`src/rtl/ifetch_queue_pkg.sv`:
```
// Shared encodings for the instruction prefetch queue: bus access types, MMU
// fault codes, controller states and the queue entry layout.
package ifetch_queue_pkg;

    typedef enum logic [1:0] {
        MEM_ACCESS_NONE = 2'd0,
        MEM_ACCESS_R    = 2'd1,
        MEM_ACCESS_W    = 2'd2,
        MEM_ACCESS_X    = 2'd3
    } mem_access_t;

    typedef enum logic [1:0] {
        MMU_EXCEPTION_NONE             = 2'd0,
        MMU_EXCEPTION_TLB_MISS         = 2'd1,
        MMU_EXCEPTION_ACCESS_VIOLATION = 2'd2,
        MMU_EXCEPTION_PAGE_FAULT       = 2'd3
    } mmu_exception_t;

    localparam int MMU_EXC_W = $bits(mmu_exception_t);

    typedef enum logic [1:0] {
        IFQ_IDLE    = 2'd0,
        IFQ_FETCH   = 2'd1,
        IFQ_DISCARD = 2'd2
    } ifq_state_t;

    // Queue entries are packed as {fault, pc, data}, data in the low bits.
    function automatic int ifq_entry_w(int data_w, int addr_w);
        return MMU_EXC_W + addr_w + data_w;
    endfunction

endpackage

```
`src/rtl/ifq_fifo.sv`:
```
// Synchronous FIFO with registered count; clear flushes it and wins over push/pop.
// Head data (dout) is read straight from storage.
module ifq_fifo #(
    parameter int WIDTH = 8,
    parameter int DEPTH = 4
) (
    input  logic                         clk,
    input  logic                         res,
    input  logic                         clear,
    input  logic                         push,
    input  logic                         pop,
    input  logic [WIDTH-1:0]             din,
    output logic [WIDTH-1:0]             dout,
    output logic [$clog2(DEPTH+1)-1:0]   count
);
    localparam int PTR_W = $clog2(DEPTH);
    localparam int CNT_W = $clog2(DEPTH + 1);

    logic [WIDTH-1:0] mem [DEPTH];
    logic [PTR_W-1:0] rd_ptr;
    logic [PTR_W-1:0] wr_ptr;
    logic             do_push;
    logic             do_pop;

    assign do_pop  = pop && (count != '0);
    assign do_push = push && ((count != CNT_W'(DEPTH)) || do_pop);
    assign dout    = mem[rd_ptr];

    always_ff @(posedge clk) begin
        if (do_push && !clear && !res) begin
            mem[wr_ptr] <= din;
        end
    end

    // DEPTH is a power of two, so the pointers wrap naturally.
    always_ff @(posedge clk) begin
        if (res || clear) begin
            rd_ptr <= '0;
            wr_ptr <= '0;
            count  <= '0;
        end else begin
            if (do_push) wr_ptr <= wr_ptr + 1'b1;
            if (do_pop)  rd_ptr <= rd_ptr + 1'b1;
            case ({do_push, do_pop})
                2'b10:   count <= count + 1'b1;
                2'b01:   count <= count - 1'b1;
                default: count <= count;
            endcase
        end
    end

endmodule

```
`src/rtl/ifetch_queue.sv`:
```
// Instruction prefetch unit: issues sequential execute reads ahead of the core
// and buffers {pc, word, fault} so the core pops instructions instead of fetching.
module ifetch_queue
    import ifetch_queue_pkg::*;
#(
    parameter int                DATA_W   = 32,
    parameter int                ADDR_W   = 32,
    parameter int                DEPTH    = 4,
    parameter logic [ADDR_W-1:0] RESET_PC = '0
) (
    input  logic                 clk,
    input  logic                 res,
    output logic [ADDR_W-1:0]    db_addr,
    output mem_access_t          db_accessType,
    input  logic [DATA_W-1:0]    db_dataIn,
    input  logic                 db_ready,
    input  mmu_exception_t       mmu_exception,
    input  logic                 bus_yield,
    output logic                 fetch_busy,
    output logic                 ins_valid,
    output logic [DATA_W-1:0]    ins_data,
    output logic [ADDR_W-1:0]    ins_pc,
    output mmu_exception_t       ins_fault,
    input  logic                 ins_take,
    input  logic                 redirect,
    input  logic [ADDR_W-1:0]    redirect_pc,
    output ifq_state_t           dbg_state
);
    localparam int ENTRY_W = ifq_entry_w(DATA_W, ADDR_W);
    localparam int CNT_W   = $clog2(DEPTH + 1);
    localparam logic [ADDR_W-1:0] PC_STEP = ADDR_W'(DATA_W / 8);

    ifq_state_t          state, state_d;
    logic [ADDR_W-1:0]   fetch_pc, fetch_pc_d;
    logic [ADDR_W-1:0]   req_addr, req_addr_d;
    logic                fault_stop, fault_stop_d;
    logic                q_push, q_pop, q_clear;
    logic [ENTRY_W-1:0]  q_din, q_dout;
    logic [CNT_W-1:0]    q_count;
    logic [CNT_W:0]      cnt_after;
    logic                requesting;

    ifq_fifo #(.WIDTH(ENTRY_W), .DEPTH(DEPTH)) u_fifo (
        .clk   (clk),
        .res   (res),
        .clear (q_clear),
        .push  (q_push),
        .pop   (q_pop),
        .din   (q_din),
        .dout  (q_dout),
        .count (q_count)
    );

    // Handshake: ins_valid/ins_data/ins_pc/ins_fault describe the head entry;
    // the head is consumed on a rising edge where ins_valid and ins_take are both
    // high (and no redirect), and ins_take is ignored while ins_valid is low.
    assign ins_valid  = (q_count != '0);
    assign ins_data   = q_dout[DATA_W-1:0];
    assign ins_pc     = q_dout[DATA_W +: ADDR_W];
    assign ins_fault  = ins_valid ? mmu_exception_t'(q_dout[DATA_W+ADDR_W +: MMU_EXC_W])
                                  : MMU_EXCEPTION_NONE;
    assign q_pop      = ins_take && ins_valid && !redirect;

    assign requesting    = (state == IFQ_FETCH) || (state == IFQ_DISCARD);
    assign fetch_busy    = requesting;
    assign db_addr       = requesting ? req_addr : '0;
    assign db_accessType = requesting ? MEM_ACCESS_X : MEM_ACCESS_NONE;
    assign dbg_state     = state;

    // Occupancy after this cycle's push and pop, used to decide back-to-back issue.
    assign cnt_after = {1'b0, q_count} + (CNT_W+1)'(1) - (CNT_W+1)'(q_pop);

    always_ff @(posedge clk) begin
        if (res) begin
            state      <= IFQ_IDLE;
            fetch_pc   <= RESET_PC;
            req_addr   <= '0;
            fault_stop <= 1'b0;
        end else begin
            state      <= state_d;
            fetch_pc   <= fetch_pc_d;
            req_addr   <= req_addr_d;
            fault_stop <= fault_stop_d;
        end
    end

    always_comb begin
        state_d      = state;
        fetch_pc_d   = fetch_pc;
        req_addr_d   = req_addr;
        fault_stop_d = fault_stop;
        q_push       = 1'b0;
        q_clear      = 1'b0;
        q_din        = {MMU_EXCEPTION_NONE, req_addr, db_dataIn};

        if (redirect) begin
            q_clear      = 1'b1;
            fetch_pc_d   = redirect_pc;
            fault_stop_d = 1'b0;
            // A request that has not finished must still be waited out.
            if (requesting && !db_ready && (mmu_exception == MMU_EXCEPTION_NONE)) begin
                state_d = IFQ_DISCARD;
            end else begin
                state_d = IFQ_IDLE;
            end
        end else begin
            case (state)
                IFQ_IDLE: begin
                    if (!bus_yield && !fault_stop && (q_count < CNT_W'(DEPTH))) begin
                        state_d    = IFQ_FETCH;
                        req_addr_d = fetch_pc;
                    end
                end
                IFQ_FETCH: begin
                    if (mmu_exception != MMU_EXCEPTION_NONE) begin
                        q_push       = 1'b1;
                        q_din        = {mmu_exception, req_addr, {DATA_W{1'b0}}};
                        fault_stop_d = 1'b1;
                        state_d      = IFQ_IDLE;
                    end else if (db_ready) begin
                        q_push     = 1'b1;
                        fetch_pc_d = req_addr + PC_STEP;
                        if ((cnt_after < (CNT_W+1)'(DEPTH)) && !bus_yield) begin
                            req_addr_d = req_addr + PC_STEP;
                        end else begin
                            state_d = IFQ_IDLE;
                        end
                    end
                end
                IFQ_DISCARD: begin
                    if (db_ready || (mmu_exception != MMU_EXCEPTION_NONE)) begin
                        state_d = IFQ_IDLE;
                    end
                end
                default: state_d = IFQ_IDLE;
            endcase
        end
    end

endmodule

```
`config.mk`:
```
export PLATFORM = sky130hd
export DESIGN_NAME = ifetch_queue
export DESIGN_NICKNAME = d
export VERILOG_FILES = /design/src/rtl/ifetch_queue_pkg.sv /design/src/rtl/ifq_fifo.sv /design/src/rtl/ifetch_queue.sv
export SDC_FILE = /design/constraint.sdc
export NUM_CORES = 1
export LEC_CHECK = 0
export BUFFER_PORTS_ARGS = -buffer_cell sky130_fd_sc_hd__buf_2
export CAP_MARGIN = 0
export CORE_MARGIN = 2
export CORE_UTILIZATION = 35
export DETAILED_ROUTE_END_ITERATION = 16
export PLACE_DENSITY_LB_ADDON = 0.25
export SYNTH_ARGS = -nofsm -noshare
export SYNTH_HDL_FRONTEND = slang
export SYNTH_HIERARCHICAL = 1
export SYNTH_SLANG_ARGS = --single-unit
export TNS_END_PERCENT = 100
```
`constraint.sdc`:
```
create_clock -name clk -period 9.6 [get_ports clk]
set_clock_uncertainty 0.15 [all_clocks]
set_input_delay 1.44 -clock clk [delete_from_list [all_inputs] [get_ports clk]]
set_output_delay 1.44 -clock clk [all_outputs]
set_load 0.02 [all_outputs]
```
==> key figures, run 1 <==
Die
  • Initial Utilization: 35.6%
  • Die height: 208 um
  • Io pins: 176
  • Core area: 0.0410 mm2
  • Die area: 0.0433 mm2
  • Die X: 208 um
  • Row count: 74

Logic synthesis
  • Syn nets: 1,114
  • Top-count cell post-synth: edfxtp_1
  • Mean Syn Cell Area: 14.1 um2
  • Register bit total from synthesis: 340
  • Post-synthesis sequential area ratio: 64.8%
  • Most area-hungry cell type in the Yosys netlist: edfxtp_1
  • Number of synthesized flops with an enable pin: 264
  • Ys async rst share: 0%
  • Cell count after synthesis: 1,033
  • Synth cell count leaders: 264 x edfxtp_1, 76 x dfxtp_1, 66 x mux4_2
  • Ys flop type: edfxtp_1
  • Synth cell types: 72
  • Synthesized cell area: 0.0146 mm2
  • Ys Warns: 6
  • Top-area cell type share of the netlist area: 54.3%
  • Synth top area cells: edfxtp_1 54%, dfxtp_1 10%, mux4_2 10%

Clock tree
  • Clk sink count: 340
  • Worst-Skew Late Latency: 0.53 ns
  • H-tree levels: 2
  • CTS Buf Count: 38
  • Clock Tree Root: clkbuf_16
  • Post-CTS setup buffers: 0
  • CTS clk-pin slew, worst paths: 0.06 ns
  • CTS Hold Buffers Added: 0
  • Cells resized by post-CTS repair: 0
  • TritonCTS clock tree: built
  • Bufs on Longest Clock Path: 3

GRT
  • GRT Overall Usage: 17.1%
  • Largest net degree at the start of global routing: 67
  • First-pass GRT wire length: 56,500 um
  • Initial antenna violation count: 0
  • Vias in the first global route: 9,176
  • Grt ovf: 0

Critical path
  • FF-to-FF path depth: 8
  • CP Capture Type: primary output
  • R2R Setup Slk: 5.20 ns
  • Worst Path Required: 8.01 ns
  • CP arrival: 2.91 ns
  • R2r startpoint: dbg_state[1]$_SDFFE_PP0P_
  • Slowest stage delay, CP: 0.87 ns
  • Startpoint Class: register
  • Worst Path Class, Setup: register to primary output
  • Worst-path cell with the longest stage delay: dfxtp_4
  • RR Endpoint: u_fifo/mem[2][59]$_DFFE_PP_
  • Worst path cell trace: buf_4 -> mux4_2 -> buf_2
  • Max Fanout on Critical Path: 37

Outcome
  • Status: finished clean

Run
  • Max-cap violations: 0

Power and ir drop
  • Tot Pwr: 3100 uW
  • Leakage: 0.00597 uW
  • Maximum vdd drop: 0.113 mV
  • PwrDens: 181 mW/mm2

Place
  • Routability congestion estimate from global placement: 0.775
  • HPWL Detailed: 22,900 um
  • IO buf count: 175

Route
  • Initial DRT Pass Iterations: 5
  • Drt first-iter violations: 542
  • Routed WL: 37,500 um
  • Vias per cell: 5.27
  • DRC viols: 0
  • Via count: 9,220
  • WL/cell: 21.4 um
  • Post-DRT Antenna Nets: 0

Hold path
  • Hold Path Class: register to register
  • Hold EP: fault_stop$_SDFFE_PP0P_
  • Worst Hold Launch: fault_stop$_SDFFE_PP0P_
  • WHS Path Cells: 1

Timing
  • Final worst path period share: 46.9%
  • Max Fclk: 0.222 GHz
  • Final hold violations: 0
  • Worst slew pin tran: 1.08 ns
  • Setup-failing EPs final: 0
  • Setup TNS: 0 ns
  • RSZ-0062 raised after global routing: no
  • Relative slew slack: 27.9%
  • Pins Over Slew Limit: 0
  • Tmin final: 4.50 ns

Finish
  • Area Growth Syn to Fin: 17.6%
  • Layout cell share with drive strength beyond 1: 27.0%
  • Antenna fix cells: 0
  • Final nets: 1,269
==> layout make-up <==
cell class	count	area [um2]
Fill cell	3860	23900
Sequential cell	340	9460
Multi-Input combinational cell	596	4790
Clock buffer	44	995
Timing Repair Buffer	190	988
Tap cell	532	666
Clock inverter	26	181
Inverter	22	82.6
==> flip-flops by register name, summed over array words and instances (netlist names), named ones only <==
register       flops
u_fifo/mem       264
fetch_pc          32
req_addr          32
u_fifo/count       3
dbg_state          2
u_fifo/rd_ptr      2
u_fifo/wr_ptr      2
fault_stop         1
==> how the worst max path moves through the flow <==
stage                   from                           to  slack (ns)  cells past startpoint
floorplan           redirect   u_fifo/mem[0][0]$_DFFE_PP_        4.77                      8
global placement    redirect  u_fifo/mem[2][15]$_DFFE_PP_        4.93                      5
detailed placement  redirect  u_fifo/mem[2][62]$_DFFE_PP_        4.87                      5
CTS                 register                    ins_pc[2]        4.98                      3
global route        register                    ins_pc[2]        4.83                      3
finish              register                    ins_pc[2]        5.10                      3
==> power breakdown <==
part           total (uW)  internal [uW]  switching [uW]
registers            1610           1600            18.4
clock network        1370            798             570
logic                 121           44.5            76.3
total                3100           2440             665
==> logic make-up after synthesis <==
kind of cell    share of synthesized area, %
compound gates                          8.23
mux                                     10.8
flops                                   64.8
buf+inv                                 2.78
xor+xnor                                1.38
simple gates                            11.2
fa+ha+maj                              0.824
==> critical path: cells and delay by family, from the launching register on <==
| kind | cells | cell delay [ns] |
|---|---|---|
| flops | 1 | 0.87 |
| buf+inv | 2 | 0.85 |
| mux | 1 | 0.63 |
==> stage by stage <==
step	cell area [um2]	util, %	std cells	setup slack [ns]	hold WS, ns
global placement	16000	39.0	1680	4.93	0.297
finish	17200	41.8	1750	5.10	0.315
detailed placement	16000	39.0	1680	4.87	0.303
floorplan	14600	-	1033	4.77	0.284
CTS	17200	41.8	1750	4.98	0.318
global route	17200	41.8	1750	4.83	0.344
==> routing by layer <==
| layer | global-route usage [%] | part of all wire [%] |
|---|---|---|
| met5 | 0 | 0 |
| met4 | 4.24 | 1.8 |
| met3 | 2.61 | 5.1 |
| met2 | 27.8 | 48 |
| met1 | 24.1 | 45 |
==> layout by cell type, fill, tap and decap left out, types with 12 or more instances in the layout <==
master     count
a21oi_1       60
and2_1        65
buf_2        175
buf_4         15
clkbuf_16     39
clkinv_1      18
dfxtp_1       74
edfxtp_1     264
inv_1         20
mux4_2        66
nand2_1       65
nand3_1       19
nand4_1       12
nor2_1        56
nor2b_1       12
nor3_1        22
o21ai_0       33
o32ai_1       15
xnor2_1       13
(Power assumes the default switching activity.)
==> inputs of run 2 (changes only) <==
--- a/config.mk
+++ b/config.mk
@@ -5,6 +5,7 @@
 export SDC_FILE = /design/constraint.sdc
 export NUM_CORES = 1
 export LEC_CHECK = 0
+export ABC_AREA = 1
 export BUFFER_PORTS_ARGS = -buffer_cell sky130_fd_sc_hd__buf_2
 export CAP_MARGIN = 0
 export CORE_MARGIN = 2
==> constraint.sdc (replaced) <==
create_clock -name clk -period 3.9 [get_ports clk]
set_clock_uncertainty 0.15 [all_clocks]
set_input_delay 0.585 -clock clk [delete_from_list [all_inputs] [get_ports clk]]
set_output_delay 0.585 -clock clk [all_outputs]
set_load 0.02 [all_outputs]
==> key figures, run 2 <==
Finish
  • Biggest regs: u_fifo/mem: 264 flops, fetch_pc: 32 flops, req_addr: 32 flops
  • Final Util: 41.0% (-0.79 points)
  • Antenna fix cells: 0 (unchanged)
  • Largest register FFs: 264 (unchanged)
  • Layout cell share with drive strength beyond 1: 22.8% (-4.2 points)
  • Area Growth Syn to Fin: 16.4%
  • Most common cell after layout, fill and taps aside: nand2_1
  • Most flop-heavy register: u_fifo/mem
  • Commonest non-fill, non-tap cells in the layout: 280 x nand2_1, 264 x edfxtp_1, 191 x nor2_1
  • Final nets: 1,739 (+37%)

Logic synthesis
  • Top-count cell post-synth: nand2_1
  • Synth cell types: 41 (-43%)
  • Main combinational cell family by area after synthesis: simple AND/OR/NAND/NOR gates
  • Mean Syn Cell Area: 10.3 um2 (-27%)
  • Synth Area in Simple Gates: 17.9% (+6.6 points)
  • Ys async rst share: 0% (unchanged)
  • Cell count after synthesis: 1,504 (+46%)
  • Adder-Cell Fraction of Synth Area: 0.775% (-0.048 points)
  • Multiplexer area fraction after synthesis: 0% (-11 points)
  • Syn nets: 1,585 (+42%)
  • Synth Area in XOR/XNOR: 0.396% (-0.99 points)
  • Synth Area in Compound Gates: 13.4% (+5.1 points)
  • Ys flop type: edfxtp_1
  • Synth cell count leaders: 280 x nand2_1, 264 x edfxtp_1, 195 x nor2_1
  • Top-area cell type share of the netlist area: 51.2% (-3.2 points)
  • Synthesized cell area: 0.0155 mm2 (+6.2%)
  • Number of synthesized flops with an enable pin: 264 (unchanged)
  • Post-synthesis sequential area ratio: 61.0% (-3.8 points)
  • Register bit total from synthesis: 340 (unchanged)
  • Most area-hungry cell type in the Yosys netlist: edfxtp_1
  • Synth top area cells: edfxtp_1 51%, dfxtp_1 9.8%, nand2_1 6.8%
  • Ys Warns: 6 (unchanged)

Critical path
  • Startpoint Class: register
  • Slowest stage delay, CP: 0.87 ns (about the same)
  • Worst Path Class, Setup: register to primary output
  • CP most frequent cell: inv_1
  • Worst-path cell with the longest stage delay: ha_1
  • Max Fanout on Critical Path: 21 (-43%)
  • Worst path cell trace: inv_1 -> ha_1 -> buf_4 -> nand2_1 -> inv_1 -> buf_2
  • Worst Path Buf+Inv: 4 (+2)
  • CP Capture Type: primary output
  • CP arrival: 2.49 ns (-0.42 ns)
  • Worst Path Required: 3.16 ns (-4.85 ns)
  • Critical path's top delay family: adder cells

Die
  • Die height: 214 um (+3.0%)
  • Die X: 214 um (+3.0%)
  • Die area: 0.0460 mm2 (+6.1%)
  • Io pins: 176 (unchanged)
  • Row count: 77 (+4.1%)
  • Core area: 0.0439 mm2 (+7.1%)
  • Initial Utilization: 35.3% (-0.30 points)

GRT
  • Largest net degree at the start of global routing: 133 (+99%)
  • Vias in the first global route: 10,693 (+17%)
  • GRT Overall Usage: 17.1% (+0.049 points)
  • Initial antenna violation count: 0 (unchanged)
  • Grt ovf: 0 (unchanged)
  • First-pass GRT wire length: 61,700 um (+9.2%)

Route
  • DRC viols: 0 (unchanged)
  • Routed WL: 40,100 um (+7.2%)
  • Initial DRT Pass Iterations: 7 (+2)
  • Post-DRT Antenna Nets: 0 (unchanged)
  • Via count: 11,067 (+20%)
  • Drt first-iter violations: 746 (+38%)
  • Vias per cell: 4.86 (-7.7%)
  • WL/cell: 17.6 um (-18%)

Place
  • IO buf count: 175 (unchanged)
  • Routability congestion estimate from global placement: 0.814 (+5.2%)
  • HPWL Detailed: 25,300 um (+11%)

Timing
  • Worst slew pin tran: 1.07 ns (-0.00965 ns)
  • Relative slew slack: 28.4% (+0.48 points)
  • Pins Over Slew Limit: 0 (unchanged)
  • Tmin final: 3.22 ns
  • Max Fclk: 0.310 GHz
  • Final hold violations: 0 (unchanged)
  • RSZ-0062 raised after global routing: no
  • Setup-failing EPs final: 0 (unchanged)
  • Final worst path period share: 82.6%
  • Min Hold Slack: 0.186 ns (-0.129 ns)

Clock tree
  • Worst-Skew Late Latency: 0.52 ns (about the same)
  • Clk sink count: 340 (unchanged)
  • CTS Buf Count: 38 (unchanged)
  • CTS clk-pin slew, worst paths: 0.06 ns (about the same)
  • Clock Tree Root: clkbuf_16
  • Post-CTS setup buffers: 0 (unchanged)
  • TritonCTS clock tree: built
  • H-tree levels: 2 (unchanged)
  • Cells resized by post-CTS repair: 0 (unchanged)
  • Bufs on Longest Clock Path: 3 (unchanged)
  • CTS Hold Buffers Added: 0 (unchanged)

Hold path
  • Hold Path Class: input port to register

Outcome
  • Status: finished clean

Power and ir drop
  • Tot Pwr: 7810 uW (+150%)
  • PwrDens: 433 mW/mm2 (+140%)
  • Leakage: 0.00683 uW (+14%)
  • Maximum vdd drop: 0.247 mV (+120%)

Run
  • Max-cap violations: 0 (unchanged)
-- run 2: cell types whose count changed after synthesis, sizes merged, moves of 21 or more --
cell,change
o21ai,+139
nand2,+223
nand3,+21
mux4,-66
nor2,+197
inv,+115
and2,-65
o22ai,+63
-- run 2: worst paths after layout --
path / startpoint / to / slack [ns] / cells past startpoint
worst max-delay path: dbg_state[0]$_SDFFE_PP0P_ / db_addr[12] / 0.68 / 6
worst min-delay path: redirect_pc[13] / fetch_pc[13]$_SDFFE_PP0P_ / 0.19 / 3
worst max register to register: u_fifo/count[1]$_SDFFE_PP0P_ / u_fifo/mem[3][13]$_DFFE_PP_ / 1.19 / 7
worst min register to register: fetch_pc[5]$_SDFFE_PP0P_ / fetch_pc[5]$_SDFFE_PP0P_ / 0.33 / 2
-- run 2: through the flow --
stage               std cells  TNS (ns)  setup WS (ns)  cell area [um2]
floorplan                1504   -228.04         -0.864            15500
global placement         2210         0          0.954            16900
detailed placement       2210         0          0.868            16900
CTS                      2277         0          0.605            18000
global route             2277         0          0.502            18000
finish                   2277         0          0.679            18000
-- run 2: worst reg2reg max path: stages (launching register included) --
cell     delay (ns)
dfxtp_1        0.36
nor3_1         0.66
nor2_1         0.21
o21ai_2        0.29
inv_2          0.04
nand2_1        0.29
nor2_4         0.18
buf_12         0.25
-- run 2: per-layer routing --
layer / GRT usage (%) / vias to the layer above / wire [um]
met1: 23.3 / 5298 / 18100
met3: 2.48 / 50 / 1960
li1: - / 5410 / -
met2: 28.9 / 309 / 19300
met4: 4.24 / 0 / 779
met5: 0 / - / 0
-- run 2: final cells by class --
type	instances	area (um2)
tap	592	741
clock buffer	52	1060
fill	4345	25900
inverter	139	534
sequential	340	9450
timing repair buffer	195	1100
multi-input combinational	944	5060
clock inverter	15	82.6
-- run 2: where the power goes --
part	switching [uW]	total (uW)	internal, uW
clock network	1390	3290	1900
logic	280	419	139
registers	119	4100	3980
total	1790	7810	6020
-- run 2: cell families (layout without fill, tap and decap cells) --
logic type	after synthesis	count (layout)
AO/OA/AOI/OAI	325	325
XOR/XNOR	7	7
adder cells (fa/ha/maj)	9	9
buffers and inverters	220	401
flip-flops	340	340
AND/OR/NAND/NOR	603	603
==> inputs of run 3 (changes only) <==
==> constraint.sdc (replaced) <==
create_clock -name clk -period 3.1 [get_ports clk]
set_clock_uncertainty 0.15 [all_clocks]
set_input_delay 0.465 -clock clk [delete_from_list [all_inputs] [get_ports clk]]
set_output_delay 0.465 -clock clk [all_outputs]
set_load 0.02 [all_outputs]
==> key figures, run 3 (synthesis gave the netlist of run 2 again) <==
Critical path
  • Worst path cell trace: buf_12 -> o21ai_0 -> o22ai_1 -> buf_2
  • Worst Path Class, Setup: register to primary output
  • RR Endpoint: u_fifo/mem[0][62]$_DFFE_PP_
  • CP Capture Type: primary output
  • Slowest stage delay, CP: 0.38 ns (-0.49 ns)
  • FF-to-FF path depth: 9 (+2)
  • Worst-path cell with the longest stage delay: dfxtp_4
  • Worst Path Buf+Inv: 2 (-2)
  • R2r startpoint: dbg_state[1]$_SDFFE_PP0P_
  • CP arrival: 2.21 ns (-0.28 ns)
  • R2R Setup Slk: 0.52 ns (-0.67 ns)
  • Startpoint Class: register
  • Worst Path Required: 2.48 ns (-0.68 ns)
  • Max Fanout on Critical Path: 132 (+530%)
  • Critical path's top delay family: buffers and inverters

GRT
  • M1 GR Usage: 23.1% (-0.12 points)
  • Initial antenna violation count: 0 (unchanged)
  • First-pass GRT wire length: 62,600 um (+1.3%)
  • Grt ovf: 0 (unchanged)
  • Met2 Use GR: 29.4% (+0.50 points)
  • GR peak layer: met2
  • Grt met3 use: 2.78% (+0.30 points)
  • Largest net degree at the start of global routing: 133 (unchanged)
  • Vias in the first global route: 10,793 (+0.94%)
  • GRT Overall Usage: 17.4% (+0.22 points)

Hold path
  • WHS Path Cells: 3 (unchanged)
  • Hold EP: fetch_pc[13]$_SDFFE_PP0P_
  • Hold Path Class: input port to register
  • Worst Hold Launch: redirect_pc[13]

Route
  • Via count: 11,147 (+0.72%)
  • Routed WL: 40,700 um (+1.4%)
  • Vias per cell: 4.87 (+0.11%)
  • Post-DRT Antenna Nets: 0 (unchanged)
  • WL/cell: 17.8 um (+0.82%)
  • DRC viols: 0 (unchanged)
  • Drt first-iter violations: 664 (-11%)
  • Initial DRT Pass Iterations: 7 (unchanged)

Clock tree
  • TritonCTS clock tree: built
  • Worst-Skew Late Latency: 0.53 ns (about the same)
  • Post-CTS setup buffers: 0 (unchanged)
  • Clk sink count: 340 (unchanged)
  • H-tree levels: 2 (unchanged)
  • CTS Buf Count: 38 (unchanged)
  • Clock Tree Root: clkbuf_16
  • Cells resized by post-CTS repair: 0 (unchanged)
  • CTS Hold Buffers Added: 0 (unchanged)
  • CTS clk-pin slew, worst paths: 0.06 ns (about the same)
  • Bufs on Longest Clock Path: 3 (unchanged)

Timing
  • Min Hold Slack: 0.0602 ns (-0.126 ns)
  • Final worst path period share: 91.0%
  • RSZ-0062 raised after global routing: no
  • Relative slew slack: 49.0% (+21 points)
  • Pins Over Slew Limit: 0 (unchanged)
  • Max Fclk: 0.355 GHz
  • Tmin final: 2.82 ns
  • Final hold violations: 0 (unchanged)
  • Setup WS post-layout: 0.280 ns (-0.400 ns)
  • Setup TNS: 0 ns (unchanged)
  • Setup-failing EPs final: 0 (unchanged)
  • Worst slew pin tran: 0.764 ns (-0.308 ns)

Power and ir drop
  • Sequential Power Share: 51.9% (-0.6 points)
  • Comb pwr share: 5.6% (+0.2 points)
  • Clock power share: 42.5% (+0.4 points)
  • Switch Pwr: 2280 uW (+27%)
  • Sw Share: 23.0% (+0.056 points)
  • PwrDens: 545 mW/mm2 (+26%)
  • Maximum vdd drop: 0.310 mV (+25%)
  • Leakage: 0.00694 uW (+1.6%)
  • P_int: 7640 uW (+27%)

Die
  • Die X: 214 um (unchanged)
  • Initial Utilization: 35.3% (unchanged)
  • Die area: 0.0460 mm2 (unchanged)
  • Core area: 0.0439 mm2 (unchanged)
  • Io pins: 176 (unchanged)
  • Die height: 214 um (unchanged)
  • Row count: 77 (unchanged)

Finish
  • Area Growth Syn to Fin: 17.6%
  • Most flop-heavy register: u_fifo/mem
  • Layout cell share with drive strength beyond 1: 24.0% (+1.2 points)
  • Final nets: 1,753 (+0.81%)
  • Largest register FFs: 264 (unchanged)
  • Most common cell after layout, fill and taps aside: nand2_1
  • Biggest regs: u_fifo/mem: 264 flops, fetch_pc: 32 flops, req_addr: 32 flops
  • Design Area, Final: 0.0182 mm2 (+1.0%)
  • Antenna fix cells: 0 (unchanged)
  • Commonest non-fill, non-tap cells in the layout: 280 x nand2_1, 264 x edfxtp_1, 191 x nor2_1

Run
  • Max-cap violations: 0 (unchanged)

Place
  • Setup slack after placement: 0.305 ns (-0.562 ns)
  • Routability congestion estimate from global placement: 0.808 (-0.83%)
  • IO buf count: 175 (unchanged)
  • HPWL Detailed: 26,400 um (+4.0%)
  • Placed inst area: 0.0171 mm2 (+0.99%)

Outcome
  • Status: finished clean
run 3: layer usage:
metal	up-vias	wire length, um
met5	-	0
met3	51	2030
met1	5362	18000
met2	295	19900
met4	0	809
li1	5439	-
run 3: how the worst max path moves through the flow:
stage | from | cells past startpoint | end
floorplan | dbg_state[0]$_SDFFE_PP0P_ | 8 | u_fifo/mem[0][0]$_DFFE_PP_
global placement | mmu_exception[0] | 10 | u_fifo/mem[0][8]$_DFFE_PP_
detailed placement | mmu_exception[0] | 10 | u_fifo/mem[0][5]$_DFFE_PP_
CTS | register | 6 | ins_fault[1]
global route | register | 6 | ins_fault[1]
finish | register | 4 | ins_pc[17]
run 3: cell type report:
cell class,instances,area (um2)
clock buffers,45,987
clock inverters,22,171
fillers,4309,25700
inverters,139,534
multi-input cells,944,5060
flip-flops and latches,340,9450
well taps,592,741
repair buffers,209,1270
run 3: power groups by stage:
stage	clock [uW]	sequential (uW)	combinational [uW]
2_1_floorplan	0	5180	364
3_3_place_gp	0	5240	549
3_5_place_dp	0	5250	555
4_1_cts	4330	5150	558
5_1_grt	4520	5160	617
6_report	4220	5150	552
run 3: tightest hold or removal path, stage by stage:
cell	delay [ns]
buf_2	0.09
nand2_1	0.05
a31oi_1	0.07
run 3: per-stage QoR:
step / power, uW / instances / util (%)
after global placement: 5790 / 2224 / 38.8
after floorplan: 5540 / 1504 / -
after global routing: 10300 / 2291 / 41.5
after CTS: 10000 / 2291 / 41.5
after detailed placement: 5800 / 2224 / 38.8
final: 9920 / 2291 / 41.5
